### config.mk
export PLATFORM = sky130hd
export DESIGN_NAME = krp8_mem_arbiter_flat
export DESIGN_NICKNAME = d
export VERILOG_FILES = /design/src/rtl/krp8_mem_arbiter_if.sv /design/src/rtl/krp8_mem_arbiter.sv /design/src/flat_wrapper.sv
export SDC_FILE = /design/constraint.sdc
export NUM_CORES = 1
export LEC_CHECK = 0
export ABC_AREA = 1
export ABC_CLOCK_PERIOD_IN_PS = 1800
export BUFFER_PORTS_ARGS = -buffer_cell sky130_fd_sc_hd__buf_4
export CAP_MARGIN = 25
export CORE_AREA = 2 2 92 94
export DETAILED_ROUTE_END_ITERATION = 10
export DIE_AREA = 0 0 94 96
export PLACE_DENSITY = 0.57
export SYNTH_ARGS = -nofsm -noshare
export SYNTH_HDL_FRONTEND = slang
export SYNTH_SLANG_ARGS = --single-unit
### constraint.sdc
create_clock -name clk -period 1.8 [get_ports clk]
set_clock_uncertainty 0.1 [all_clocks]
set_input_delay 0.36 -clock clk [delete_from_list [all_inputs] [get_ports clk]]
set_output_delay 0.36 -clock clk [all_outputs]
set_load 0.02 [all_outputs]
### src/rtl/krp8_mem_arbiter_if.sv
// Core-side bus of the KRP8 unified-memory arbiter: instruction read port and data read/write port.
// The master modport is the core; the slave modport is the arbiter.
interface krp8_mem_arbiter_if;
    logic        ireq;
    logic [29:0] iaddr;
    logic        ignt;
    logic [31:0] instr;
    logic        ivalid;
    logic        dreq;
    logic        ndrw;
    logic [29:0] daddr;
    logic [31:0] dwdata;
    logic        dgnt;
    logic [31:0] drdata;
    logic        drvalid;

    modport master (
        output ireq, iaddr, dreq, ndrw, daddr, dwdata,
        input  ignt, instr, ivalid, dgnt, drdata, drvalid
    );

    modport slave (
        input  ireq, iaddr, dreq, ndrw, daddr, dwdata,
        output ignt, instr, ivalid, dgnt, drdata, drvalid
    );
endinterface

### src/rtl/krp8_mem_arbiter.sv
// Shares one single-port write-first SRAM between the KRP8 instruction and data ports.
// Define KRP8_ARB_PERFCNT_EN to add the conflict_cnt / starve_cnt performance counters.
module krp8_mem_arbiter #(
    parameter int unsigned AW         = 10,
    parameter int unsigned STARVE_MAX = 4
) (
    input  logic                clk,
    input  logic                rst_n,
    krp8_mem_arbiter_if.slave   core,
    output logic                m_csn,
    output logic [AW-1:0]       m_a,
    output logic                m_wen,
    output logic [31:0]         m_di,
    input  logic [31:0]         m_dout
`ifdef KRP8_ARB_PERFCNT_EN
    ,
    output logic [15:0]         conflict_cnt,
    output logic [15:0]         starve_cnt
`endif
);

    localparam logic [3:0] StarveMax = 4'(STARVE_MAX);

    typedef enum logic [1:0] {TagNone, TagIRd, TagDRd} tag_e;

    tag_e       tag_q, tag_d;
    logic [3:0] starve_q, starve_d;
    logic       ignt, dgnt;
    logic       forced;

    // Grants are gated by rst_n so the SRAM sees no access while reset is held.
    always_comb begin
        ignt   = 1'b0;
        dgnt   = 1'b0;
        forced = 1'b0;
        if (rst_n) begin
            if (core.ireq && (!core.dreq || starve_q == StarveMax)) begin
                ignt   = 1'b1;
                forced = core.dreq;
            end else if (core.dreq) begin
                dgnt = 1'b1;
            end
        end
    end

    always_comb begin
        m_csn = ~(ignt | dgnt);
        m_wen = ~(dgnt & ~core.ndrw);
        m_a   = '0;
        if (ignt) begin
            m_a = core.iaddr[AW+1:2];
        end else if (dgnt) begin
            m_a = core.daddr[AW+1:2];
        end
        m_di = rst_n ? core.dwdata : 32'h0;
    end

    always_comb begin
        starve_d = starve_q;
        if (!core.ireq || ignt) begin
            starve_d = '0;
        end else if (starve_q != StarveMax) begin
            starve_d = starve_q + 4'd1;
        end

        tag_d = TagNone;
        if (ignt) begin
            tag_d = TagIRd;
        end else if (dgnt && core.ndrw) begin
            tag_d = TagDRd;
        end
    end

    always_ff @(posedge clk or negedge rst_n) begin
        if (!rst_n) begin
            tag_q    <= TagNone;
            starve_q <= '0;
        end else begin
            tag_q    <= tag_d;
            starve_q <= starve_d;
        end
    end

    // SRAM output is shared; only the valid flags say whose word it is.
    assign core.ignt    = ignt;
    assign core.dgnt    = dgnt;
    assign core.instr   = m_dout;
    assign core.drdata  = m_dout;
    assign core.ivalid  = (tag_q == TagIRd);
    assign core.drvalid = (tag_q == TagDRd);

    logic unused_addr_bits;
    assign unused_addr_bits = ^{core.iaddr[29:AW+2], core.iaddr[1:0],
                                core.daddr[29:AW+2], core.daddr[1:0]};

`ifdef KRP8_ARB_PERFCNT_EN
    always_ff @(posedge clk or negedge rst_n) begin
        if (!rst_n) begin
            conflict_cnt <= '0;
            starve_cnt   <= '0;
        end else begin
            if (core.ireq && core.dreq && conflict_cnt != 16'hFFFF) begin
                conflict_cnt <= conflict_cnt + 16'd1;
            end
            if (forced && starve_cnt != 16'hFFFF) begin
                starve_cnt <= starve_cnt + 16'd1;
            end
        end
    end
`endif

endmodule
### src/flat_wrapper.sv
// flat-port wrapper written by rule: the top's interface ports become plain ports
module krp8_mem_arbiter_flat 
#(
    parameter int unsigned AW         = 10,
    parameter int unsigned STARVE_MAX = 4
)
  (clk, rst_n, m_csn, m_a, m_wen, m_di, m_dout, core_ireq, core_iaddr, core_dreq, core_ndrw, core_daddr, core_dwdata, core_ignt, core_instr, core_ivalid, core_dgnt, core_drdata, core_drvalid);
  krp8_mem_arbiter_if core_i ();
  input  logic clk;
  input  logic rst_n;
  output logic m_csn;
  output logic [AW-1:0] m_a;
  output logic m_wen;
  output logic [31:0] m_di;
  input  logic [31:0] m_dout;
  input wire logic [$bits(core_i.ireq)-1:0] core_ireq;
  input wire logic [$bits(core_i.iaddr)-1:0] core_iaddr;
  input wire logic [$bits(core_i.dreq)-1:0] core_dreq;
  input wire logic [$bits(core_i.ndrw)-1:0] core_ndrw;
  input wire logic [$bits(core_i.daddr)-1:0] core_daddr;
  input wire logic [$bits(core_i.dwdata)-1:0] core_dwdata;
  output wire logic [$bits(core_i.ignt)-1:0] core_ignt;
  output wire logic [$bits(core_i.instr)-1:0] core_instr;
  output wire logic [$bits(core_i.ivalid)-1:0] core_ivalid;
  output wire logic [$bits(core_i.dgnt)-1:0] core_dgnt;
  output wire logic [$bits(core_i.drdata)-1:0] core_drdata;
  output wire logic [$bits(core_i.drvalid)-1:0] core_drvalid;
  assign core_i.ireq = core_ireq;
  assign core_i.iaddr = core_iaddr;
  assign core_i.dreq = core_dreq;
  assign core_i.ndrw = core_ndrw;
  assign core_i.daddr = core_daddr;
  assign core_i.dwdata = core_dwdata;
  assign core_ignt = core_i.ignt;
  assign core_instr = core_i.instr;
  assign core_ivalid = core_i.ivalid;
  assign core_dgnt = core_i.dgnt;
  assign core_drdata = core_i.drdata;
  assign core_drvalid = core_i.drvalid;
  krp8_mem_arbiter #(.AW(AW), .STARVE_MAX(STARVE_MAX)) u_core (.clk(clk), .rst_n(rst_n), .core(core_i), .m_csn(m_csn), .m_a(m_a), .m_wen(m_wen), .m_di(m_di), .m_dout(m_dout));
endmodule
## Word-level counts from Yosys, hierarchy flattened

Index checks and enable logic that the tools add are counted.

- Flip-flop bits (word level): 6
- Bits in latches: 0
- RAM bits: 0
- Memory bits (read-only): 0
- Input bits: 129
- Output and inout port bits: 112
- Logic and storage cells: 31
- Memories: 0

- Add/sub/neg operators: 1
- $mul: 0
- Div/mod/pow operators: 0
- $lt $le $gt $ge: 0
- Equality and inequality tests: 4
- Shift operators: 0
- Mux-type cells: 12
- Bitwise gates (word level): 5
- Reductions and logical operators: 7

Operator list:

| cell | number |
|---|---|
| 32-bit two-way mux | 1 |
| 10-bit two-way mux | 2 |
| 4-bit two-way mux | 2 |
| 1-bit two-way mux | 5 |
| 4-bit by 1-bit adder with 4-bit output, second input constant | 1 |
| 4-bit by 3-bit equality test with 1-bit output, second input constant | 1 |
| 2-bit two-way mux | 2 |
| 4-bit by 3-bit != test with 1-bit output, second input constant | 1 |
| 1-bit NOT | 3 |
| 2-bit by 1-bit equality test with 1-bit output, second input constant | 1 |
| 2-bit equality test, second input constant | 1 |
| 1-bit logical AND | 2 |
| 1-bit logical NOT | 2 |
| 1-bit logical OR | 2 |
| 2-bit nonzero test | 1 |
| 1-bit bitwise AND | 1 |
| 1-bit bitwise OR | 1 |

## Longest topological paths before layout

Gate-level depths: netlist of run 1.

- Word-level depth: 8
- Gate-level depth with buffers: 8
- Depth with buffers taken out: 8

## Worst setup path after synthesis of run 1

Ideal clock, no wire load.

- Path kind: register to output
- Start point: reg u_core.starve_q[0]
- End point: out m_csn
- Arrival time: 1.346 ns
- Data required time: 1.340 ns
- Path slack: -0.006 ns
- Stages on the path, launching flop included: 8
- Path buffers: 0
- Path through: dfrtp_1 -> inv_1 -> ha_1 -> nand3_4 -> nand2_4 -> nand3_1 -> inv_1 -> nor2_1

- Longest elaborated chain between the ends: 7
- Elaborated cells on any way between the ends: 9
- Classes of those cells: eq/ne (1); mux (4); bitwise (2); reduce/logical (2)

RTL lines:

| element | RTL line | text |
|---|---|---|
| from (decl) | krp8_mem_arbiter.sv:27 | `logic [3:0] starve_q, starve_d;` |
| from (signal assigned) | krp8_mem_arbiter.sv:80 | `starve_q <= starve_d;` |
| 4-bit by 3-bit equality test with 1-bit output | krp8_mem_arbiter.sv:37 | `if (core.ireq && (!core.dreq \|\| starve_q == StarveMax)) begin` |
| 1-bit logical OR | krp8_mem_arbiter.sv:37 |  |
| 1-bit logical AND | krp8_mem_arbiter.sv:37 |  |
| 1-bit two-way mux | krp8_mem_arbiter.sv:37 |  |
| 1-bit two-way mux | krp8_mem_arbiter.sv:36 | `if (rst_n) begin` |
| named net core_ignt | flat_wrapper.sv:22 | `output wire logic [$bits(core_i.ignt)-1:0] core_ignt;` |
| 1-bit bitwise OR | krp8_mem_arbiter.sv:47 | `m_csn = ~(ignt \| dgnt);` |
| 1-bit NOT | krp8_mem_arbiter.sv:47 |  |
| to (decl) | flat_wrapper.sv:11 | `output logic m_csn;` |

The timed path passes the listed nets, and every way through them passes these cells.

## Worst setup path in the final report of run 1

- Start point: reg u_core.starve_q[1]
- End point: out m_a[5]

- Longest elaborated chain between the ends: 7
- Elaborated cells on any way between the ends: 9
- Classes of those cells: eq/ne (1); mux (6); reduce/logical (2)

RTL lines:

| element | RTL line | text |
|---|---|---|
| 4-bit by 3-bit equality test with 1-bit output (*) | krp8_mem_arbiter.sv:37 |  |
| 1-bit logical OR (*) | krp8_mem_arbiter.sv:37 |  |
| 1-bit logical AND (*) | krp8_mem_arbiter.sv:37 |  |
| 1-bit two-way mux | krp8_mem_arbiter.sv:37 |  |
| 1-bit two-way mux | krp8_mem_arbiter.sv:36 |  |
| 10-bit two-way mux | krp8_mem_arbiter.sv:52 | `end else if (dgnt) begin` |
| 10-bit two-way mux (*) | krp8_mem_arbiter.sv:50 | `if (ignt) begin` |
| to (decl) | flat_wrapper.sv:12 | `output logic [AW-1:0] m_a;` |

Every way passes the cells marked *; elsewhere a longest branch is shown, timed or not.

==> results_dict.tcl, run 1 <==
set metrics [dict create \
    synth_compound_area_share_pct 0.376 \
    path_clk_slew_ns 0.04 \
    post-synth-top-area-cell "sky130_fd_sc_hd__buf_4" \
    muxShareOfSynthArea_pct 0 \
    async_flop_share_pct 100 \
    std_cell_rows 33 \
    nets 397 \
    area_growth_syn_to_layout_pct 55.4 \
    initial_utilization_pct 16.6 \
    final_period_utilization_pct 109 \
    cts_sinks 6 \
    dr.first_iter.drc_count 17 \
    clock.fmax_ghz 0.510 \
    num_vias 1350 \
    routed_wire_length_per_instance_um 11.0 \
    netlist-cell-type-count 18 \
    placed_cells_incl_taps 361 \
    coreArea_mm2 0.00805 \
    max_slew.worst_pin.slew_ns 0.243 \
    gr-usage-all-layers_pct 7.77 \
    die-width_um 94 \
    edff_count_synth 0 \
    postLayoutCoreUtil_pct 25.7 \
    critPathMaxFanout 5 \
    peakVddDrop_mv 0.171 \
    cts_tree "done" \
    grt_overflow 0 \
    critical_path_cell_count 9 \
    die_area_mm2 0.00902 \
    post_synthesis_cell_area_mm2 0.00133 \
    maxCapViolCount 0 \
    holdCritPathClass "in2async" \
    route.final.wire_length_mm 4.07 \
    ys.flop_type "sky130_fd_sc_hd__dfrtp_1" \
    cp_num_buf_inv 3 \
    detailed_place.area_mm2 0.00184 \
    die_h_um 96 \
    setup.worst_path.start_class "flip-flop" \
    status "finished with violations" \
    antenna_found_initial 0 \
    synth-seq-cells 6 \
    placement.setup.worst_slack_ns 0.000339 \
    max-clock-path-buffers 2 \
    synthAdderAreaFrac_pct 1.88 \
    reg2reg_depth 9 \
    report.final.hold_viol_count 0 \
    synth_area_leaders "sky130_fd_sc_hd__buf_4, sky130_fd_sc_hd__nand2_1, sky130_fd_sc_hd__inv_1" \
    post-route-cell-area_mm2 0.00207 \
    most_prevalent_standard_cell_on_the_critical_path "sky130_fd_sc_hd__nand2_4" \
    antenna-diode-count 0 \
    post_synth_xor_area_fraction_pct 0.657 \
    cp_slowest_cell "sky130_fd_sc_hd__dfrtp_1" \
    postCtsHoldBufs 0 \
    post-dp-hpwl_mm 3.22 \
    cts_inserted_buffers 3 \
    timing.critical_path.arrival_ns 1.50 \
    vias_per_cell 3.66 \
    layout-drive-gt1-share_pct 58.7 \
    postRouteAntennaNets 0 \
    end_kind "primary output" \
    grt_start_max_net_pins 30 \
    failed_checks "setup timing" \
    rsz_0062_raised_after_global_routing "true" \
    globalplace.congestion 0.683 \
    finalSetupViolations 14 \
    clock_insertion_delay_worst_skew_ns 0.22 \
    final_cells 369 \
    grt_pass1_wl_mm 5.60 \
    slew-limit-headroom_pct 83.8 \
    yosysSeqAreaShare_pct 11.3 \
    port_buffer_count 104 \
    synth_top_area_share_pct 37.2 \
    synthesis.instances 213 \
    synth_common_cells "sky130_fd_sc_hd__buf_4, sky130_fd_sc_hd__nand2_1, sky130_fd_sc_hd__inv_1" \
    critical-path-top-delay-family "simple AND/OR/NAND/NOR gates" \
    power.static_leakage_nw 1.27 \
    io-pin-count 241 \
    num-fill-cells 911 \
    cp_data_required_time_ns 1.34 \
    cp_cell_sequence "inv_2 -> ha_4 -> nand3_4 -> nand2_4 -> nand2_4 -> buf_16 -> nand3_2 -> nand2_2 -> buf_6" \
    post-synth-top-count-cell "sky130_fd_sc_hd__buf_4" \
    cpPeakStageDelay_ns 0.38 \
    minimum_setup_slack_in_the_final_design_ns -0.162 \
    power.density_cell_area_mw_per_mm2 427 \
    post_synthesis_simple_gate_area_fraction_pct 33.7 \
    final_max_slew_viol_count 0 \
    clockRootBuffer "sky130_fd_sc_hd__clkbuf_8" \
    dominant_combinational_cell_family_by_area_after_synthesis "buffers and inverters" \
    drt_pre_antenna_iters 2 \
    route.detailed.drc 0 \
    grt_pass1_vias 1176 \
    fin_crit_ns 1.96 \
    cts.htree.levels 1 \
    synthesis.nets 344 \
    path_class "reg2out" \
    ys_warn_count 0 \
    synth_area_per_cell_um2 6.26 \
]
[registers in the layout, indices dropped and copies added (netlist names)]
| signal | count |
|---|---|
| u_core.starve_q | 4 |
| u_core.tag_q | 2 |
[cell families after synthesis]
family | after synthesis
flip-flops | 6
AND/OR/NAND/NOR | 87
buffers and inverters | 116
XOR/XNOR | 1
adder cells (fa/ha/maj) | 2
AO/OA/AOI/OAI | 1
[power by group]
group | switching [W] | internal (W) | total (W)
logic | 0.000253 | 0.000275 | 0.000529
registers | 0.0000103 | 0.000146 | 0.000157
clock network | 0.0000550 | 0.000143 | 0.000198
[through the flow]
| stage | hold slack (ns) | TNS, ns | power [W] |
|---|---|---|---|
| after floorplan | -0.0356 | 0 | 0.000580 |
| after global placement | 0.273 | 0 | 0.000616 |
| after detailed placement | 0.273 | 0 | 0.000622 |
| after CTS | 0.0365 | -2.12 | 0.000880 |
| after global routing | 0.0440 | -3.08 | 0.000954 |
| final | 0.0318 | -1.85 | 0.000884 |
[what timing repair did]
action | in CTS | in global routing
gates resized for setup | 34 | 5
buffers inserted | 2 | 2
pin swaps | 2 | 3
gates cloned | 1 | 0
endpoints found under the setup margin | 14 | 14
[metal layers]
metal  GRT usage (%)  part of all wire (%)  up-vias
met5               0                     0        -
met4            4.59                   5.3        0
met3            2.51                   8.5       37
met2            13.6                    53       57
met1            8.14                    33      587
li1                -                     -      669
[cell type report]
class,instances,area [um2],area share [%]
Tap cell,105,131,6.34
Timing Repair Buffer,121,1020,49.2
Multi-Input combinational cell,91,566,27.3
Sequential cell,6,150,7.25
Clock buffer,3,41.3,1.99
Inverter,43,164,7.92
[layout by cell type, fill, tap and decap left out, drive strengths merged]
master,synthesis,layout
and2,1,1
buf,70,121
clkbuf,3,3
dfrtp,6,6
ha,2,2
inv,43,43
nand2,52,52
nand3,14,14
nand4,12,12
nor2,8,8
o21ai,1,1
xnor2,1,1
[worst paths after layout]
check,startpoint,to,slack [ns]
setup / recovery,u_core.starve_q[1],m_a[5],-0.16
hold / removal,rst_n,u_core.tag_q[0],0.03
setup reg to reg,u_core.starve_q[1],u_core.starve_q[1],0.24
hold reg to reg,u_core.starve_q[3],u_core.starve_q[3],0.50
max in group asynchronous,rst_n,u_core.starve_q[0],1.38
min in group clk,core_ndrw,u_core.tag_q[1],0.30
No activity file was read; power rests on OpenSTA's default activity.
==> run 2: changes to the inputs <==
--- a/config.mk
+++ b/config.mk
@@ -5,14 +5,13 @@
 export SDC_FILE = /design/constraint.sdc
 export NUM_CORES = 1
 export LEC_CHECK = 0
-export ABC_AREA = 1
 export ABC_CLOCK_PERIOD_IN_PS = 1800
 export BUFFER_PORTS_ARGS = -buffer_cell sky130_fd_sc_hd__buf_4
 export CAP_MARGIN = 25
-export CORE_AREA = 2 2 92 94
+export CORE_AREA = 2 2 94 96
 export DETAILED_ROUTE_END_ITERATION = 10
-export DIE_AREA = 0 0 94 96
-export PLACE_DENSITY = 0.57
+export DIE_AREA = 0 0 96 98
+export PLACE_DENSITY = 0.53
 export SYNTH_ARGS = -nofsm -noshare
 export SYNTH_HDL_FRONTEND = slang
 export SYNTH_SLANG_ARGS = --single-unit
==> run 2 against run 1 <==
Compared with the run above:
- the run still ends with setup timing left
- wire length is 24% lower
- largest power group unchanged
- cell count is 18% lower
- critical path depth is 2 lower
- first-iteration DRC count is 24% higher
- core utilization is 4.4 points lower
- via count is 26% lower
==> results_dict.tcl, run 2 <==
set metrics [dict create \
    drt_pre_antenna_iters 4 \
    clockRootBuffer "sky130_fd_sc_hd__clkbuf_8" \
    final_max_slew_viol_count 0 \
    num-fill-cells 914 \
    coreArea_mm2 0.00847 \
    die_h_um 98 \
    clock.fmax_ghz 0.478 \
    final_period_utilization_pct 116 \
    synth-seq-cells 6 \
    synthesis.instances 144 \
    synth_common_cells "sky130_fd_sc_hd__buf_4, sky130_fd_sc_hd__and2_1, sky130_fd_sc_hd__a22o_1" \
    postLayoutCoreUtil_pct 21.3 \
    globalplace.congestion 0.654 \
    gr-usage-all-layers_pct 5.60 \
    route.detailed.drc 0 \
    async_flop_share_pct 100 \
    cts.htree.levels 1 \
    path_clk_slew_ns 0.03 \
    slew-limit-headroom_pct 79.9 \
    postRouteAntennaNets 0 \
    critPathMaxFanout 6 \
    post_synthesis_cell_area_mm2 0.00114 \
    vias_per_cell 3.32 \
    nets 327 \
    post-synth-top-area-cell "sky130_fd_sc_hd__buf_4" \
    fin_crit_ns 2.09 \
    layout.cells.most_common_list "sky130_fd_sc_hd__buf_4, sky130_fd_sc_hd__and2_1, sky130_fd_sc_hd__buf_6" \
    power.static_leakage_nw 0.911 \
    die-width_um 96 \
    area_growth_syn_to_layout_pct 57.7 \
    die_area_mm2 0.00941 \
    yosysSeqAreaShare_pct 13.1 \
    mostFrequentLayoutCell "sky130_fd_sc_hd__buf_4" \
    reg2reg_depth 7 \
    io-pin-count 241 \
    final_cells 302 \
    ys_warn_count 0 \
    grt_pass1_vias 985 \
    max_slew.worst_pin.slew_ns 0.301 \
    cts_sinks 6 \
    placed_cells_incl_taps 295 \
    cts_inserted_buffers 3 \
    path_class "reg2out" \
    post-synth-top-count-cell "sky130_fd_sc_hd__buf_4" \
    largest_register_ff_count 4 \
    worst_setup_path_startpoint "u_core.starve_q[1]" \
    failed_checks "setup timing" \
    std_cell_rows 34 \
    end_kind "primary output" \
    antenna-diode-count 0 \
    ys.flop_type "sky130_fd_sc_hd__dfrtp_1" \
    cp_data_required_time_ns 1.34 \
    synth_area_leaders "sky130_fd_sc_hd__buf_4, sky130_fd_sc_hd__and2_1, sky130_fd_sc_hd__dfrtp_1" \
    port_buffer_count 104 \
    synth_area_per_cell_um2 7.94 \
    finalSetupViolations 13 \
    netlist-cell-type-count 23 \
    grt_overflow 0 \
    worstSetupEndpoint "m_a[5]" \
    grt_pass1_wl_mm 4.25 \
    largest-register "u_core.starve_q" \
    max-clock-path-buffers 2 \
    num_vias 1003 \
    layout_top_registers "u_core.starve_q (4), u_core.tag_q (2)" \
    power.density_cell_area_mw_per_mm2 425 \
    routed_wire_length_per_instance_um 10.3 \
    cts_tree "done" \
    setup.worst_path.start_class "flip-flop" \
    synthesis.nets 275 \
    worst_r2r_endpoint "u_core.starve_q[2]" \
    timing.critical_path.arrival_ns 1.63 \
    peakVddDrop_mv 0.133 \
    status "finished with violations" \
    initial_utilization_pct 13.5 \
    minimum_setup_slack_in_the_final_design_ns -0.293 \
    edff_count_synth 0 \
    layout-drive-gt1-share_pct 64.9 \
    maxCapViolCount 0 \
    holdCritPathClass "in2async" \
    rsz_0062_raised_after_global_routing "true" \
    rrSetupSlack_ns 0.20 \
    grt_start_max_net_pins 41 \
    route.final.wire_length_mm 3.10 \
    clock_insertion_delay_worst_skew_ns 0.22 \
    dr.first_iter.drc_count 21 \
    post-dp-hpwl_mm 2.38 \
    report.final.hold_viol_count 0 \
    tightest_hold_margin_ns 0.0458 \
    synth_top_area_share_pct 42.7 \
    antenna_found_initial 0 \
    placement.setup.worst_slack_ns -0.0661 \
    timing.rr.start "u_core.starve_q[1]" \
]
-- run 2: cell types whose count changed after synthesis, sizes merged, moves of 3 or more --
cell   before  now
nand2      52    2
and2        1   33
a22o        0   10
nand4      12    0
nor3        0    3
nand3      14    1
inv        43    3
buf        70   66
nor2        8    1
-- run 2: layout make-up --
class	instances	area (um2)	share of cell area, %
multi-input combinational	66	499	27.7
timing repair buffer	116	966	53.6
sequential	6	150	8.33
inverter	3	11.3	0.625
tap	108	135	7.49
clock buffer	3	41.3	2.29
-- run 2: routing by layer --
metal  vias to the layer above  share of wire, %  global-route usage, %
met5                         -                 0                      0
met1                       434                33                   4.97
met3                        11                14                   2.62
met2                        60                51                   10.4
li1                        498                 -                      -
met4                         0               1.6                   2.53
-- run 2: kinds of logic (layout without fill, tap and decap cells) --
kind of cell	Yosys count	count (layout)	synth area share, %
buffers and inverters	72	122	45.6
AO/OA/AOI/OAI	15	15	11.6
flip-flops	6	6	13.1
AND/OR/NAND/NOR	45	45	24.2
multiplexers	2	2	1.75
adder cells (fa/ha/maj)	2	2	2.19
XOR/XNOR	2	2	1.53
-- run 2: worst min-delay path by stage --
stage,startpoint,end,slack (ns),depth (start not counted)
5_1_grt,rst_n,u_core.starve_q[3],0.07,2
3_3_place_gp,rst_n,u_core.starve_q[3],0.27,2
6_report,rst_n,u_core.starve_q[3],0.05,2
3_5_place_dp,rst_n,u_core.starve_q[3],0.28,2
2_1_floorplan,rst_n,u_core.starve_q[0],-0.04,0
4_1_cts,rst_n,u_core.starve_q[3],0.05,2
-- run 2: what timing repair did --
item	in CTS	in global routing
cloned	0	1
hold buffers	0	0
pin swaps	4	7
gates resized for setup	14	7
setup endpoints to repair	13	14
setup buffers	1	2
-- run 2: metrics by stage --
stage / power (W) / setup TNS, ns / area, um2
after floorplan: 0.000527 / -0.481 / 1140
after detailed placement: 0.000540 / -0.524 / 1630
after CTS: 0.000755 / -2.95 / 1740
after global routing: 0.000816 / -4.14 / 1800
after global placement: 0.000538 / -0.577 / 1630
final: 0.000766 / -2.98 / 1800
-- run 2: critical path, cell delays in order (launching register included) --
cell                        delay, ns
sky130_fd_sc_hd__dfrtp_1         0.38
sky130_fd_sc_hd__inv_2           0.07
sky130_fd_sc_hd__ha_4            0.14
sky130_fd_sc_hd__nand3b_1        0.14
sky130_fd_sc_hd__a21oi_4         0.23
sky130_fd_sc_hd__clkbuf_16       0.18
sky130_fd_sc_hd__a22o_1          0.16
sky130_fd_sc_hd__buf_6           0.12
-- run 2: report_power, final --
part | switching (W) | total (W) | internal (W)
clock network | 0.0000500 | 0.000193 | 0.000143
logic | 0.000184 | 0.000424 | 0.000240
registers | 0.00000548 | 0.000149 | 0.000144
total | 0.000240 | 0.000766 | 0.000527
